$ cat config.mk
export PLATFORM = sky130hd
export DESIGN_NAME = id_front
export DESIGN_NICKNAME = d
export VERILOG_FILES = /design/src/rtl/id_front.sv
export SDC_FILE = /design/constraint.sdc
export NUM_CORES = 1
export LEC_CHECK = 0
export ABC_AREA = 1
export CAP_MARGIN = 20
export CORE_ASPECT_RATIO = 1.5
export CORE_MARGIN = 3
export CORE_UTILIZATION = 40
export CTS_CLUSTER_DIAMETER = 100
export DETAILED_ROUTE_END_ITERATION = 8
export MAX_ROUTING_LAYER = met4
export PLACE_DENSITY = 0.84
export SYNTH_ARGS = -nofsm -noshare
export SYNTH_HDL_FRONTEND = slang
export SYNTH_SLANG_ARGS = --single-unit
$ cat constraint.sdc
create_clock -name clk -period 2.02 [get_ports clk]
set_input_delay 0.303 -clock clk [delete_from_list [all_inputs] [get_ports clk]]
set_output_delay 0.303 -clock clk [all_outputs]
set_load 0.02 [all_outputs]
$ cat src/rtl/id_front.sv
// ID-stage front end: pipeline register, register-field extraction,
// load-use replay towards fetch and wrong-path invalidation after redirects.
module id_front #(
    parameter int CNT_W = 16
) (
    input  logic             clk,
    input  logic             rst,
    input  logic [31:0]      IF_Instr,
    input  logic [31:0]      IF_Pc,
    input  logic [31:0]      IF_Pc4,
    input  logic             EX_MemRead,
    input  logic [4:0]       EX_Rd,
    input  logic             ex_redirect,
    output logic [31:0]      ID_Instr,
    output logic [31:0]      ID_Pc,
    output logic [31:0]      ID_Pc4,
    output logic [4:0]       ID_Rs1,
    output logic [4:0]       ID_Rs2,
    output logic [4:0]       ID_Rd,
    output logic             ID_Issue,
    output logic             StallPc,
    output logic [31:0]      Pc_update,
    output logic [CNT_W-1:0] stall_cnt,
    output logic [CNT_W-1:0] flush_cnt
);

    typedef enum logic [1:0] {
        RUN,
        REPLAY,
        FLUSH
    } state_t;

    localparam logic [CNT_W-1:0] CNT_MAX = '1;

    state_t     state, state_nxt;
    logic       vld, vld_nxt;
    logic       load_id, stall_inc, flush_inc;
    logic       uses_rs1, uses_rs2, hazard;
    logic [6:0] opcode;

    assign ID_Rs1    = ID_Instr[19:15];
    assign ID_Rs2    = ID_Instr[24:20];
    assign ID_Rd     = ID_Instr[11:7];
    assign opcode    = ID_Instr[6:0];
    assign Pc_update = IF_Pc;

    always_comb begin
        uses_rs1 = !(opcode == 7'b0110111 || opcode == 7'b0010111 ||
                     opcode == 7'b1101111);
        uses_rs2 = (opcode == 7'b0110011 || opcode == 7'b0100011 ||
                    opcode == 7'b1100011);
        hazard = (state == RUN) && vld && EX_MemRead && (EX_Rd != 5'd0) &&
                 ((uses_rs1 && ID_Rs1 == EX_Rd) ||
                  (uses_rs2 && ID_Rs2 == EX_Rd));
        ID_Issue = vld && !hazard && !ex_redirect && (state != FLUSH);
        StallPc  = hazard && !ex_redirect;
    end

    always_comb begin
        state_nxt = state;
        vld_nxt   = vld;
        load_id   = 1'b0;
        stall_inc = 1'b0;
        flush_inc = 1'b0;
        if (ex_redirect) begin
            state_nxt = FLUSH;
            vld_nxt   = 1'b0;
            flush_inc = 1'b1;
        end else begin
            unique case (state)
                RUN: begin
                    if (hazard) begin
                        state_nxt = REPLAY;
                        stall_inc = 1'b1;
                    end else begin
                        load_id = 1'b1;
                        vld_nxt = 1'b1;
                    end
                end
                // IF holds a garbage or wrong-path value in both cases.
                REPLAY, FLUSH: begin
                    state_nxt = RUN;
                    vld_nxt   = 1'b0;
                end
                default: begin
                    state_nxt = FLUSH;
                    vld_nxt   = 1'b0;
                end
            endcase
        end
    end

    always_ff @(posedge clk or negedge rst) begin
        if (!rst) begin
            state     <= FLUSH;
            vld       <= 1'b0;
            ID_Instr  <= '0;
            ID_Pc     <= '0;
            ID_Pc4    <= '0;
            stall_cnt <= '0;
            flush_cnt <= '0;
        end else begin
            state <= state_nxt;
            vld   <= vld_nxt;
            if (load_id) begin
                ID_Instr <= IF_Instr;
                ID_Pc    <= IF_Pc;
                ID_Pc4   <= IF_Pc4;
            end
            if (stall_inc && stall_cnt != CNT_MAX)
                stall_cnt <= stall_cnt + CNT_W'(1);
            if (flush_inc && flush_cnt != CNT_MAX)
                flush_cnt <= flush_cnt + CNT_W'(1);
        end
    end

endmodule

==> out/results.ini, run 1 <==
[synthesis]
netlist_instances = 785
synth_commonest_cells = 297 x nand2_1, 130 x dfrtp_1, 120 x nand4_1
yosys.area.top_type = dfrtp_1
ys_warn_count = 0
synth-seq-cells = 131
yosysUniqueCellTypes = 25
syn_avg_cell_area_um2 = 8.27
ys_seq_area_frac = 0.505
synth.most_common_cell = nand2_1
synthArstFlopShare = 1.00
synth_nets = 892
netlist_area_mm2 = 0.00649
synth_edf_count = 0
ys_dominant_reg_cell = dfrtp_1
synthTopCellsByArea = dfrtp_1 50%, nand2_1 17%, nand4_1 12%
synth_top_area_share = 0.501

[sta]
setup_viol = 2
hold_slack_ns = 0.433
finClkSkew_ns = 0.0132
hold_viol_final = 0
max_freq_mhz = 483
post-route-period-util = 1.02
rsz0062_at_grt = true
final.setup.worst_slack_ns = -0.0494
max_slew_margin = 0.629
finalMaxSlewViolations = 0
period_needed_ns = 2.07
tightest_slew_ns = 0.553

[placed_design]
place.gp.congestion = 0.890
post-place-cells = 1216
port_buffers = 281
dpl.hpwl_um = 15000
place_area_mm2 = 0.00940

[pwr]
p_leak_nw = 4.80
max-vdd-ir-drop_v = 0.000967
power_density_mw_per_mm2 = 859

[drt]
antenna_left = 0
drtIter0Drc = 466
totalWireLength_um = 21000
drcViolationCount = 0
num_vias = 6374
dr.pass1.iters = 6
avgRoutedWirePerCell_um = 16.7
post_drt_via_cell_ratio = 5.07

[clock_network]
htreeDepth = 4
cts_tree = built
cts_buffer_depth = 2
clkTransAtPathRegs_ns = 0.06
cts_root_buffer = clkbuf_16
insertion_delay_ns = 0.41
cts.sinks = 131
cts_inserted_buffers = 17

[floorplan]
die-area_mm2 = 0.0178
num_io_pins = 282
initial_core_util = 0.412
die_x_um = 110
fp.dieH_um = 162
coreArea_mm2 = 0.0158
row_count = 56

[global_routing]
track_usage = 0.240
grt_pass1_vias = 6270
grt-ovfl-total = 0
grt_antenna_before_repair = 1
grt_first_pass_wirelength_um = 32800
grt_max_degree = 98

[final_layout]
nets = 1146
drive_gt1_frac = 0.0979
design_area_mm2 = 0.0101
syn_to_final_growth_pct = 55.7
nFillCells = 1278
stdcell_count = 1256

[run_status]
status = finished with violations
violations = negative setup slack

[setup_path]
worstPathRequired_ns = 1.72
criticalPathCategory = in -> out
critical_path.endpoint_type = output port
arrival_ns = 1.77
worst-path-max-fanout = 3
startpoint_type = input pin

[worst_hold_path]
hold_class = in -> async

[run]
cap_violations = 0

## report_power, final
group          leakage (nW)  switching [W]  internal, W
sequential             1.64       0.000260      0.00294
clock                 0.284        0.00121      0.00196
combinational          2.88        0.00118      0.00113
## cell type report
type / count / area [um2] / share of cell area
Inverter: 38 / 144 / 0.0142
Timing Repair Buffer: 328 / 3260 / 0.323
Tap cell: 203 / 254 / 0.0251
Clock inverter: 14 / 178 / 0.0176
Sequential cell: 131 / 3280 / 0.324
Multi-Input combinational cell: 523 / 2560 / 0.253
Clock buffer: 18 / 429 / 0.0425
Antenna cell: 1 / 2.50 / 0.000248
## placed cells by master, fill, tap and decap left out, drive strengths merged, types with 14 or more instances in the layout
cell	count
buf	49
clkbuf	18
clkdlybuf4s50	277
dfrtp	130
inv	40
nand2	300
nand3	18
nand4	122
nor2	39
xnor2	14
xor2	14
## sequential cells by signal, summed over array words and instances, names as in the netlist
signal,cells
flush_cnt,16
stall_cnt,16
state,2
vld,1
ID_Instr,32
ID_Pc4,32
ID_Pc,32
## through the flow
step                      total power [W]  TNS [ns]  setup slack [ns]   util
after floorplan                   0.00428         0            0.0604      -
after global placement            0.00548    -15.52            -0.489  0.596
after detailed placement          0.00553    -17.18            -0.575  0.596
after CTS                         0.00875    -0.159            -0.127  0.639
after global routing              0.00908    -0.305            -0.184  0.641
final                             0.00869   -0.0573           -0.0494  0.641
## logic make-up after synthesis
family | Yosys count | share of synthesized area
xor gates and xnor gates | 28 | 0.0378
buffers and inverters | 131 | 0.109
DFF | 131 | 0.505
and+or+nand+nor | 488 | 0.341
AOI/OAI and AO/OA | 5 | 0.00385
adders and majority gates | 2 | 0.00385
## per-layer routing
| layer | vias to the layer above | global-route usage | wire length, um |
|---|---|---|---|
| li1 | 3053 | - | - |
| met1 | 3042 | 0.287 | 8250 |
| met2 | 236 | 0.400 | 10900 |
| met3 | 43 | 0.0437 | 1090 |
| met4 | 0 | 0.0902 | 666 |
| met5 | - | - | 0 |
## critical path: stages
cell	delay, ns
clkdlybuf4s50_1	0.54
inv_1	0.08
nand2_1	0.06
nand2_1	0.04
nor2_1	0.13
nand2_1	0.08
nor2_1	0.13
nor2_2	0.06
nor2_2	0.13
nor3_2	0.05
buf_4	0.16
## path summary, 6_finish.rpt
check / from / to / slack, ns / depth (start not counted)
worst min-delay path: rst / ID_Pc4[17]$_DFFE_PN0P_ / 0.43 / 2
worst max register to register: ID_Instr[3]$_DFFE_PN0P_ / ID_Pc4[3]$_DFFE_PN0P_ / 0.20 / 10
worst min register to register: ID_Pc[11]$_DFFE_PN0P_ / ID_Pc[11]$_DFFE_PN0P_ / 0.47 / 2
worst max-delay path: EX_Rd[2] / ID_Issue / -0.05 / 11
max in group asynchronous: rst / ID_Pc[20]$_DFFE_PN0P_ / 0.99 / 3
min in group clk: ID_Pc[11]$_DFFE_PN0P_ / ID_Pc[11]$_DFFE_PN0P_ / 0.47 / 2
## repair_timing
action / CTS / global route
setup buffers: 7 / 0
hold buffers: 1 / 0
hold endpoints to repair: 49 / 0
endpoints found under the setup margin: 2 / 41
resized for setup: 17 / 7
pin swaps: 9 / 2
Note: power is estimated with default switching activity, not from simulation.
==> inputs of run 2 (changes only) <==
--- a/config.mk
+++ b/config.mk
@@ -9,11 +9,11 @@
 export CAP_MARGIN = 20
 export CORE_ASPECT_RATIO = 1.5
 export CORE_MARGIN = 3
-export CORE_UTILIZATION = 40
+export CORE_UTILIZATION = 43
 export CTS_CLUSTER_DIAMETER = 100
 export DETAILED_ROUTE_END_ITERATION = 8
 export MAX_ROUTING_LAYER = met4
-export PLACE_DENSITY = 0.84
+export PLACE_DENSITY = 0.86
 export SYNTH_ARGS = -nofsm -noshare
 export SYNTH_HDL_FRONTEND = slang
 export SYNTH_SLANG_ARGS = --single-unit
==> out/results.ini, run 2 (synthesis results as in run 1) <==
[global_routing]
grt-ovfl-total = 0  ; unchanged
track_usage = 0.264  ; was 0.240
grt_first_pass_wirelength_um = 33800  ; was 32800 um
grt_antenna_before_repair = 1  ; unchanged
grt_pass1_vias = 6367  ; was 6270
grt_max_degree = 98  ; unchanged

[clock_network]
cts.sinks = 131  ; unchanged
insertion_delay_ns = 0.41  ; about the same
clkTransAtPathRegs_ns = 0.06  ; about the same
htreeDepth = 4  ; unchanged
cts_root_buffer = clkbuf_16  ; unchanged
cts_buffer_depth = 2  ; unchanged
cts_tree = built  ; unchanged
cts_inserted_buffers = 17  ; unchanged

[floorplan]
die_x_um = 106  ; was 110 um
coreArea_mm2 = 0.0147  ; was 0.0158 mm2
initial_core_util = 0.443  ; was 0.412
row_count = 54  ; was 56
die-area_mm2 = 0.0166  ; was 0.0178 mm2
fp.dieH_um = 156  ; was 162 um
num_io_pins = 282  ; unchanged

[final_layout]
nFillCells = 1029  ; was 1278
fin_util = 0.736  ; was 0.641
drive_gt1_frac = 0.131  ; was 0.0979
reg_top3 = ID_Instr (32), ID_Pc4 (32), ID_Pc (32)  ; unchanged
layout.cells.most_common = nand2_1  ; unchanged
syn_to_final_growth_pct = 66.1  ; was 55.7%
mostFrequentLayoutCells = 295 x nand2_1, 276 x clkdlybuf4s50_1, 129 x dfrtp_1, 120 x nand4_1, 42 x buf_4  ; was 297 x nand2_1, 277 x clkdlybuf4s50_1, 130 x dfrtp_1, 120 x nand4_1, 39 x buf_4
nets = 1178  ; was 1146
stdcell_count = 1279  ; was 1256
design_area_mm2 = 0.0108  ; was 0.0101 mm2

[setup_path]
arrival_ns = 1.94  ; was 1.77 ns
critPathMaxStageDelay_ns = 0.45  ; was 0.54 ns
critical_path.endpoint_type = output port  ; unchanged
criticalPathCategory = reg -> out  ; was in -> out
critPathSlowestCell = dfrtp_2  ; was clkdlybuf4s50_1
critPathTopFamily = simple AND/OR/NAND/NOR gates  ; was buffers and inverters
path_buf_inv = 2  ; was 3
startpoint_type = flop  ; was input pin
crit_path_cell_trace = nor2_2 -> nand2_2 -> nor2_4 -> buf_6 -> nand4_1 -> nand2_2 -> nand2_8 -> nor2_4 -> buf_12  ; was clkdlybuf4s50_1 -> inv_1 -> nand2_1 -> nand2_1 -> nor2_1 -> nand2_1 -> nor2_1 -> nor2_2 -> nor2_2 -> nor3_2 -> buf_4
worst-path-max-fanout = 4  ; was 3
worstPathRequired_ns = 1.72  ; about the same

[worst_hold_path]
hold_class = in -> async  ; unchanged

[sta]
finClkSkew_ns = 0.0111  ; was 0.0132 ns
finalMaxSlewViolations = 0  ; unchanged
period_needed_ns = 2.24  ; was 2.07 ns
final.setup.worst_slack_ns = -0.225  ; was -0.0494 ns
rsz0062_at_grt = true  ; unchanged
post-route-period-util = 1.11  ; was 1.02
max_freq_mhz = 445  ; was 483 MHz
max_slew_margin = 0.670  ; was 0.629
setup_viol = 99  ; was 2
tightest_slew_ns = 0.492  ; was 0.553 ns
hold_viol_final = 0  ; unchanged

[placed_design]
dpl.hpwl_um = 15400  ; was 15000 um
place_area_mm2 = 0.00953  ; was 0.00940 mm2
place_ws_ns = -0.455  ; was -0.575 ns
post-place-cells = 1219  ; was 1216
port_buffers = 281  ; unchanged
place.gp.congestion = 0.896  ; was 0.890

[drt]
totalWireLength_um = 24200  ; was 21000 um
drtIter0Drc = 523  ; was 466
avgRoutedWirePerCell_um = 18.9  ; was 16.7 um
post_drt_via_cell_ratio = 5.32  ; was 5.07
num_vias = 6804  ; was 6374
drcViolationCount = 0  ; unchanged
antenna_left = 0  ; unchanged
dr.pass1.iters = 6  ; unchanged

[pwr]
max-vdd-ir-drop_v = 0.000642  ; was 0.000967 V
power_density_mw_per_mm2 = 841  ; was 859 mW/mm2
p_leak_nw = 5.12  ; was 4.80 nW
p_int_w = 0.00636  ; was 0.00603 W
power.net_switching_w = 0.00272  ; was 0.00266 W
pwr-share-comb = 0.270  ; was 0.266
pwr-share-clk = 0.376  ; was 0.365
swShare = 0.299  ; was 0.306
seqPwrFrac = 0.355  ; was 0.369

[run_status]
violations = negative setup slack  ; unchanged
status = finished with violations  ; unchanged

[run]
cap_violations = 0  ; unchanged

[run 2: cell types whose count changed in the layout (fill, tap and decap cells not counted), sizes merged, moves of 2 or more]
cell    change
buf        +20
clkbuf     +10
inv         -3
bufinv      +2
nand3       +2
[run 2: power groups by stage]
stage / clock network (W) / registers, W / logic [W]
after global routing: 0.00358 / 0.00325 / 0.00259
final: 0.00341 / 0.00322 / 0.00245
after global placement: 0 / 0.00322 / 0.00227
after floorplan: 0 / 0.00361 / 0.000672
after CTS: 0.00346 / 0.00320 / 0.00236
after detailed placement: 0 / 0.00324 / 0.00232
[run 2: stage by stage]
step	setup TNS (ns)	hold slack [ns]	total power [W]
after CTS	-0.215	0.416	0.00902
after global routing	-19.37	0.449	0.00943
after global placement	-10.41	0.303	0.00549
after floorplan	0	0.00741	0.00428
final	-11.26	0.411	0.00907
after detailed placement	-20.16	0.303	0.00556
[run 2: layout make-up]
cell class                      instances  area, um2  share of cell area
Timing Repair Buffer                  358       3820               0.354
Clock buffer                           18        439              0.0407
Inverter                               38        146              0.0136
Multi-Input combinational cell        525       2650               0.245
Sequential cell                       131       3280               0.304
Antenna cell                            1       2.50            0.000232
Tap cell                              196        245              0.0227
Clock inverter                         12        208              0.0193
[run 2: what timing repair did]
| item | in CTS | in global routing |
|---|---|---|
| pin swaps | 6 | 11 |
| setup endpoints to repair | 2 | 115 |
| gates resized for setup | 20 | 31 |
| setup buffers | 5 | 5 |
| hold buffers | 1 | 0 |
| gates cloned | 0 | 19 |
| endpoints found under the hold margin | 30 | 0 |
[run 2: final timing paths]
check,startpoint,endpoint,slack [ns],depth (start not counted)
setup / recovery,ID_Instr[3]$_DFFE_PN0P_,StallPc,-0.22,9
hold / removal,rst,ID_Pc[10]$_DFFE_PN0P_,0.41,2
setup reg to reg,ID_Instr[3]$_DFFE_PN0P_,ID_Pc4[29]$_DFFE_PN0P_,-0.18,14
hold reg to reg,ID_Instr[12]$_DFFE_PN0P_,ID_Instr[12]$_DFFE_PN0P_,0.47,2
max in group asynchronous,rst,ID_Instr[3]$_DFFE_PN0P_,0.99,3
min in group clk,IF_Pc4[0],ID_Pc4[0]$_DFFE_PN0P_,0.46,3
[run 2: per-layer routing]
metal | wire length (um) | track usage | share of wire
met2 | 12600 | 0.444 | 0.52
met1 | 9310 | 0.315 | 0.38
met3 | 1450 | 0.0462 | 0.060
met5 | 0 | - | 0
met4 | 806 | 0.102 | 0.033
==> inputs of run 3 (changes only) <==
--- a/config.mk
+++ b/config.mk
@@ -12,6 +12,7 @@
 export CORE_UTILIZATION = 43
 export CTS_CLUSTER_DIAMETER = 100
 export DETAILED_ROUTE_END_ITERATION = 8
+export GPL_ROUTABILITY_DRIVEN = 0
 export MAX_ROUTING_LAYER = met4
 export PLACE_DENSITY = 0.86
 export SYNTH_ARGS = -nofsm -noshare
==> results of run 3 <==
Same layout as run 2: the final DEF is identical, and so are final timing and power.
